$ cat src/rtl/usb_transaction_controller.sv
// usb_transaction_controller: device-side USB full-speed SETUP/OUT/IN transaction sequencer
module usb_transaction_controller #(
    parameter int ENDPOINT_COUNT = 4,
    parameter int IPD_CYCLES     = 8,
    parameter int TIMEOUT_CYCLES = 72
) (
    input  logic                      clock48,
    input  logic                      reset,
    input  logic                      bus_reset,
    input  logic [6:0]                device_address,
    input  logic                      rx_token_valid,
    input  logic [3:0]                rx_pid,
    input  logic [6:0]                rx_address,
    input  logic [3:0]                rx_endpoint,
    input  logic                      rx_data_valid,
    input  logic                      rx_crc_ok,
    output logic                      tx_start,
    output logic [3:0]                tx_pid,
    output logic [3:0]                tx_endpoint,
    input  logic                      tx_done,
    input  logic [ENDPOINT_COUNT-1:0] ep_out_ready,
    input  logic [ENDPOINT_COUNT-1:0] ep_in_ready,
    input  logic [ENDPOINT_COUNT-1:0] ep_stall,
    output logic                      out_commit,
    output logic                      out_discard,
    output logic                      setup_received,
    output logic                      in_commit,
    output logic [3:0]                xfer_endpoint
);
    localparam int TW = $clog2(TIMEOUT_CYCLES + 1);
    localparam logic [TW-1:0] IPD_LOAD = TW'(IPD_CYCLES - 1);
    localparam logic [TW-1:0] TO_LOAD  = TW'(TIMEOUT_CYCLES - 1);
    localparam logic [3:0] PID_OUT   = 4'b0001;
    localparam logic [3:0] PID_IN    = 4'b1001;
    localparam logic [3:0] PID_SETUP = 4'b1101;
    localparam logic [3:0] PID_DATA0 = 4'b0011;
    localparam logic [3:0] PID_DATA1 = 4'b1011;
    localparam logic [3:0] PID_ACK   = 4'b0010;
    localparam logic [3:0] PID_NAK   = 4'b1010;
    localparam logic [3:0] PID_STALL = 4'b1110;

    typedef enum logic [2:0] {IDLE, WAIT_DATA, DELAY, SEND, WAIT_TX, WAIT_ACK} state_t;

    state_t        state, state_n;
    logic [TW-1:0] timer, timer_n;
    logic [3:0]    ep, ep_n;
    logic          is_setup, is_setup_n;
    logic [15:0]   toggle, toggle_n;
    logic [3:0]    tx_pid_n, tx_endpoint_n, xfer_endpoint_n;
    logic          out_commit_n, out_discard_n, setup_received_n, in_commit_n;
    logic [15:0]   stall_x, in_rdy_x, out_rdy_x;
    logic          tok_ok;

    // endpoint vectors widened to the full 4-bit endpoint space so any endpoint number indexes safely
    assign stall_x   = 16'(ep_stall);
    assign in_rdy_x  = 16'(ep_in_ready);
    assign out_rdy_x = 16'(ep_out_ready);
    assign tok_ok    = rx_token_valid && rx_address == device_address &&
                       {1'b0, rx_endpoint} < 5'(ENDPOINT_COUNT) &&
                       (rx_pid == PID_SETUP || rx_pid == PID_OUT || rx_pid == PID_IN);

    // state register and registered datapath/outputs
    always_ff @(posedge clock48 or posedge reset) begin
        if (reset) begin
            state          <= IDLE;
            timer          <= '0;
            ep             <= '0;
            is_setup       <= 1'b0;
            toggle         <= '0;
            tx_pid         <= '0;
            tx_endpoint    <= '0;
            xfer_endpoint  <= '0;
            out_commit     <= 1'b0;
            out_discard    <= 1'b0;
            setup_received <= 1'b0;
            in_commit      <= 1'b0;
        end else begin
            state          <= state_n;
            timer          <= timer_n;
            ep             <= ep_n;
            is_setup       <= is_setup_n;
            toggle         <= toggle_n;
            tx_pid         <= tx_pid_n;
            tx_endpoint    <= tx_endpoint_n;
            xfer_endpoint  <= xfer_endpoint_n;
            out_commit     <= out_commit_n;
            out_discard    <= out_discard_n;
            setup_received <= setup_received_n;
            in_commit      <= in_commit_n;
        end
    end

    // next-state: transaction decode, response choice, toggle bookkeeping and timers
    always_comb begin
        state_n          = state;
        timer_n          = timer;
        ep_n             = ep;
        is_setup_n       = is_setup;
        toggle_n         = toggle;
        tx_pid_n         = tx_pid;
        tx_endpoint_n    = tx_endpoint;
        xfer_endpoint_n  = xfer_endpoint;
        out_commit_n     = 1'b0;
        out_discard_n    = 1'b0;
        setup_received_n = 1'b0;
        in_commit_n      = 1'b0;
        case (state)
            IDLE, WAIT_DATA: begin
                if (state == WAIT_DATA) begin
                    if (rx_token_valid) begin
                        out_discard_n   = 1'b1;
                        xfer_endpoint_n = ep;
                        state_n         = IDLE;
                    end else if (rx_data_valid) begin
                        xfer_endpoint_n = ep;
                        tx_endpoint_n   = ep;
                        timer_n         = IPD_LOAD;
                        state_n         = DELAY;
                        if (!rx_crc_ok) begin
                            out_discard_n = 1'b1;
                            state_n       = IDLE;
                        end else if (is_setup) begin
                            if (rx_pid == PID_DATA0) begin
                                out_commit_n     = 1'b1;
                                setup_received_n = 1'b1;
                                toggle_n[ep]     = 1'b1;
                                tx_pid_n         = PID_ACK;
                            end else begin
                                out_discard_n = 1'b1;
                                state_n       = IDLE;
                            end
                        end else if (stall_x[ep]) begin
                            tx_pid_n      = PID_STALL;
                            out_discard_n = 1'b1;
                        end else if (!out_rdy_x[ep]) begin
                            tx_pid_n      = PID_NAK;
                            out_discard_n = 1'b1;
                        end else if (rx_pid[3] != toggle[ep]) begin
                            tx_pid_n      = PID_ACK;
                            out_discard_n = 1'b1;
                        end else begin
                            tx_pid_n     = PID_ACK;
                            out_commit_n = 1'b1;
                            toggle_n[ep] = ~toggle[ep];
                        end
                    end else if (timer == '0) begin
                        out_discard_n   = 1'b1;
                        xfer_endpoint_n = ep;
                        state_n         = IDLE;
                    end else begin
                        timer_n = timer - 1'b1;
                    end
                end
                if (tok_ok) begin
                    ep_n          = rx_endpoint;
                    is_setup_n    = rx_pid == PID_SETUP;
                    tx_endpoint_n = rx_endpoint;
                    if (rx_pid == PID_IN) begin
                        tx_pid_n = stall_x[rx_endpoint] ? PID_STALL :
                                   !in_rdy_x[rx_endpoint] ? PID_NAK :
                                   toggle[rx_endpoint] ? PID_DATA1 : PID_DATA0;
                        timer_n  = IPD_LOAD;
                        state_n  = DELAY;
                    end else begin
                        timer_n = TO_LOAD;
                        state_n = WAIT_DATA;
                    end
                end
            end
            DELAY: begin
                state_n = timer == '0 ? SEND : DELAY;
                timer_n = timer == '0 ? timer : timer - 1'b1;
            end
            SEND: state_n = WAIT_TX;
            WAIT_TX: begin
                if (tx_done) begin
                    state_n = (tx_pid == PID_DATA0 || tx_pid == PID_DATA1) ? WAIT_ACK : IDLE;
                    timer_n = TO_LOAD;
                end
            end
            WAIT_ACK: begin
                if (rx_token_valid) begin
                    state_n = IDLE;
                    if (rx_pid == PID_ACK) begin
                        in_commit_n     = 1'b1;
                        xfer_endpoint_n = ep;
                        toggle_n[ep]    = ~toggle[ep];
                    end
                end else if (timer == '0) begin
                    state_n = IDLE;
                end else begin
                    timer_n = timer - 1'b1;
                end
            end
            default: state_n = IDLE;
        endcase
        if (bus_reset) begin
            state_n          = IDLE;
            timer_n          = '0;
            ep_n             = '0;
            is_setup_n       = 1'b0;
            toggle_n         = '0;
            tx_pid_n         = '0;
            tx_endpoint_n    = '0;
            xfer_endpoint_n  = '0;
            out_commit_n     = 1'b0;
            out_discard_n    = 1'b0;
            setup_received_n = 1'b0;
            in_commit_n      = 1'b0;
        end
    end

    // transmit strobe; a bus reset in the SEND cycle suppresses it
    always_comb tx_start = state == SEND && !bus_reset;
endmodule

$ cat config.mk
export PLATFORM = sky130hd
export DESIGN_NAME = usb_transaction_controller
export DESIGN_NICKNAME = d
export VERILOG_FILES = /design/src/rtl/usb_transaction_controller.sv
export SDC_FILE = /design/constraint.sdc
export NUM_CORES = 1
export LEC_CHECK = 0
export ABC_CLOCK_PERIOD_IN_PS = 3580
export BUFFER_PORTS_ARGS = -buffer_cell sky130_fd_sc_hd__buf_2
export CORE_MARGIN = 2
export CORE_UTILIZATION = 25
export DETAILED_ROUTE_END_ITERATION = 10
export GPL_TIMING_DRIVEN = 0
export PLACE_DENSITY = 0.49
export SKIP_CTS_REPAIR_TIMING = 1
export SYNTH_ARGS = -nofsm -noshare
export SYNTH_HDL_FRONTEND = slang
export SYNTH_SLANG_ARGS = --single-unit
export TNS_END_PERCENT = 100
$ cat constraint.sdc
create_clock -name clock48 -period 3.58 [get_ports clock48]
set_clock_uncertainty 0.2 [all_clocks]
set_input_delay 0.179 -clock clock48 [delete_from_list [all_inputs] [get_ports clock48]]
set_output_delay 0.179 -clock clock48 [all_outputs]
set_load 0.01 [all_outputs]
==> After elaboration in Yosys (flattened, before gate mapping) <==
Index checks and enable logic that the tools add are counted.
{ "word_totals": {"regBits": 47, "latch_bits": 0, "ram_bits": 0, "mem_bits_ro": 0, "in_bits": 41, "mem_count": 0} }
{ "classes": {"n_addsub": 1, "n_mul": 0, "div_mod_pow": 0, "order_cmp": 4, "n_eq_ne": 30, "shifts": 0, "n_mux": 122, "bitwise_logic": 2, "reduce_logical": 24} }
{ "ops": {"columns": ["op", "n"], "rows": [
  ["16-bit two-way mux", 12],
  ["4-bit two-way mux", 31],
  ["7-bit two-way mux", 9],
  ["1-bit two-way mux", 45],
  ["16-bit one-hot mux with 2 select lines", 1],
  ["7-bit one-hot mux with 4 select lines", 1],
  ["3-bit two-way mux", 9],
  ["1-bit binary-select mux with 4-bit select", 6],
  ["3-bit != test (second input constant)", 8],
  ["4-bit != test (second input constant)", 6],
  ["16-bit bitwise mux", 1],
  ["16-bit bitwise OR", 1],
  ["3-bit one-hot mux with 5 select lines", 1],
  ["4-bit by 2-bit equality test with 1-bit output (second input constant)", 3],
  ["4-bit equality test (second input constant)", 3],
  ["11-bit AND reduction", 1],
  ["4-bit by 5-bit < comparator with 1-bit output (second input constant)", 2],
  ["5-bit AND reduction", 2],
  ["3-bit nonzero test", 3],
  ["2-bit two-way mux", 4],
  ["4-bit one-hot mux with 2 select lines", 1],
  ["7-bit equality test", 1],
  ["7-bit zero test", 1],
  ["7-bit by 1-bit subtractor with 7-bit output (second input constant)", 1],
  ["20 further kinds", 30]
]} }

==> Depth between registers and ports, before layout <==
{ "logic_depth": {"depth_word": 15, "mapped_depth": 9, "ltp_nobuf": 8} }

==> Least setup slack after synthesis <==
OpenSTA, ideal clock, no wires.
{ "synth_timing": {"path_type": "register -> register", "from": "reg timer[0]", "to": "reg xfer_endpoint[0]", "t_arrival_ns": 2.501, "t_required_ns": 3.255, "setup_slack_ns": 0.754, "path_stages_with_launch": 8, "n_path_buf": 0, "synth_period_minus_slack_ns": 2.826, "path_cell_list": "dfrtp_1 > inv_1 > ha_1 > or3b_2 > nor4_1 > nor4_1 > o21ai_1 > mux2_2"} }
{ "synth_via": {"elab_chain_cells": 3} }
{ "synth_lines": {"columns": ["element", "line_no", "rtl"], "rows": [
  ["start, declared", "45", "logic [TW-1:0] timer, timer_n;"],
  ["start signal, assigned", "79", "timer <= timer_n;"],
  ["7-bit zero test", "146", "end else if (timer == '0) begin"],
  ["5-bit != test (no line)", null, null],
  ["5-bit AND reduction (no line)", null, null],
  ["end signal, assigned", "85", "xfer_endpoint <= xfer_endpoint_n;"],
  ["end, declared", "28", "output logic [3:0] xfer_endpoint"]
]} }
No other way between the ends.
A chain may end at the register's enable or synchronous reset.

==> Worst setup path after layout <==
Ends and elaborated chain as after synthesis.

==> flow_summary.ini <==
[run_status]
status = complete, but fails checks
violations = negative hold slack

[synthesis]
synth_top_area_share_pct = 37.5
synth_commonest_cells = 39 x dfrtp_1, 24 x nor2_1, 21 x nand2_1
yosysTopAreaCell = dfrtp_1
yosysSeqAreaShare_pct = 37.5
ys_types = 57
synth_most_common_cell = dfrtp_1
synth_edf_count = 0
avgSynthCellArea_sq_um = 9.09
synth_simple_gate_area_share_pct = 22.1
synthArstFlopShare_pct = 100
synth_top_family_by_area = simple AND/OR/NAND/NOR gates
synth-seq-cells = 39
synth_mux_area_share_pct = 11.7
synth_nets = 328
yosys_warnings = 0
synth_compound_area_share_pct = 19.8
syn_inst = 286
synth_area_sq_um = 2600
synth_area_leaders = dfrtp_1 38%, mux4_2 3.5%, nor2_1 3.5%
synthAdderAreaFrac_pct = 0.481
synthFlopType = dfrtp_1
synthXorXnorAreaFrac_pct = 2.36

[sta]
worstMarginPinSlew_ns = 0.992
whs_ns = -0.00848
fin_ws_ns = 0.450
finalMaxSlewViolations = 0
fin_crit_sh_pct = 87.4
finalSetupViolCount = 0
finalHoldViolCount = 1
slew-limit-headroom_pct = 33.3
finalCriticalPeriod_ns = 3.13
fmax_mhz = 319
grt_setup_unrepaired = no
tns_ns = 0

[power_and_ir_drop]
p_seq_share_pct = 48.3
pwr-share-clk_pct = 38.7
p_sw_uw = 238
p_int_uw = 704
p_leak_uw = 0.00139
irDropWorstVdd_mv = 0.131
swShare_pct = 25.3
finalPower_uw = 942
pwr_density_cell_nw_per_um2 = 297
power_frac_comb_pct = 12.9

[clock_tree]
clock_sinks = 39
clock_latency_ns = 0.29
clockRootBuffer = clkbuf_8
cts_tree = done
clock_path_buffers = 2
clk_pin_slew_worst_paths_ns = 0.08
cts_max_level = 2
cts_made_buffers = 5

[critical_path]
reg2reg_to = xfer_endpoint[0]
critPathLaunchType = flip-flop
crit_required_ns = 3.56
reg2reg_slack_ns = 0.45
crit_type = reg2reg
critPathCaptureType = flip-flop
reg2reg_from = timer[0]
path_max_fanout = 8
endpoint = xfer_endpoint[0]
r2r_cells = 7
startpoint = timer[0]
arrival_ns = 3.11

[floorplanning]
core_area_sq_um = 10200
die_area_sq_um = 11200
die_x_um = 106
die_h_um = 106
start_util_pct = 25.4
rows = 37
pin_count = 58

[finish]
regArea_sq_um = 976
drive_gt1_share_pct = 23.8
num_antenna_cells = 0
fin_cells = 485
nNetsFinal = 391
multi_input_area_sq_um = 1480
syn_to_final_growth_pct = 21.8
fillers = 1082

[routing]
dr.pass1.iters = 4
vias_per_cell = 5.11
ant_nets = 0
drtIter0Drc = 159
num_vias = 2478
drc = 0
wl_per_cell_um = 16.1
wl_um = 7830

[global_routing]
grt_overflow_total = 0
antenna_found_initial = 0
grt_use_total_pct = 14.2
grt_pass1_vias = 2393
grt_first_pass_wirelength_um = 12600
grt_max_degree = 40

[job]
cap_violations = 0

[placed_design]
dp.cells = 477
io_buffers = 55
post-place-ws_ns = 0.0851
place_hpwl_um = 5990
gp_congestion = 0.927

[hold_path]
holdPathStages = 3
hold_path_class = in2reg
min-delay-start = rx_pid[2]
==> placed cells by master, fill, tap and decap left out, drive strengths merged, types with 5 or more instances in the layout <==
cell    instances
a211o           5
a21oi          17
a22o            6
buf            62
clkbuf         21
dfrtp          39
inv            16
mux2            5
mux2i           8
mux4            7
nand2          21
nand3          10
nor2           24
nor2b           5
nor3           16
nor4            6
o21ai          11
xnor2           7
==> per-layer routing <==
layer  global-route usage (%)  wire length, um  vias up
met5                        0                0        -
met3                     2.45              338        7
met2                     21.9             3630       69
met4                     4.04               88        0
met1                     20.4             3770     1207
li1                         -                -     1195
==> cell type report <==
cell class | instances | area share, %
multi-input combinational | 208 | 46.6
sequential | 39 | 30.8
tap | 136 | 5.37
clock buffer | 5 | 2.17
inverter | 16 | 1.90
clock inverter | 2 | 1.18
buffer | 23 | 3.00
timing repair buffer | 56 | 9.00
==> worst min-delay path by stage <==
stage,to
floorplan,is_setup
global placement,tx_endpoint[2]
detailed placement,xfer_endpoint[0]
CTS,tx_endpoint[2]
global route,is_setup
finish,is_setup
==> flip-flops by register name (all words and copies together) (netlist names), 3 cells and up <==
name	count
tx_pid	4
timer	7
xfer_endpoint	4
ep	4
toggle	8
tx_endpoint	4
state	3
==> critical path, cell delays in order, from the launching register on <==
cell and delay, ns:
dfrtp_1 0.37, inv_1 0.09, ha_1 0.19, or3b_2 0.52, nor4_2 0.69, nor4_1 0.09
o21ai_1 0.47, mux2_2 0.39
==> kinds of logic (layout without fill, tap and decap cells) <==
group | count (synthesis) | in the layout
fa+ha+maj | 1 | 1
mux | 20 | 20
xor+xnor | 7 | 7
flops | 39 | 39
buf+inv | 39 | 102
simple gates | 109 | 109
compound gates | 71 | 71
==> power groups by stage <==
stage | Combinational (uW) | Clock (uW) | Sequential (uW)
final | 122 | 365 | 455
after global routing | 135 | 406 | 457
after CTS | 123 | 380 | 455
after detailed placement | 123 | 0 | 463
after global placement | 122 | 0 | 464
after floorplan | 72.3 | 0 | 460
==> per-stage QoR <==
step	instance area, sq um	util, %
after CTS	3150	30.8
after global placement	3050	29.8
final	3170	31.0
after detailed placement	3050	29.8
after global routing	3170	31.0
after floorplan	2600	-
No activity file was read; power rests on OpenSTA's default activity.
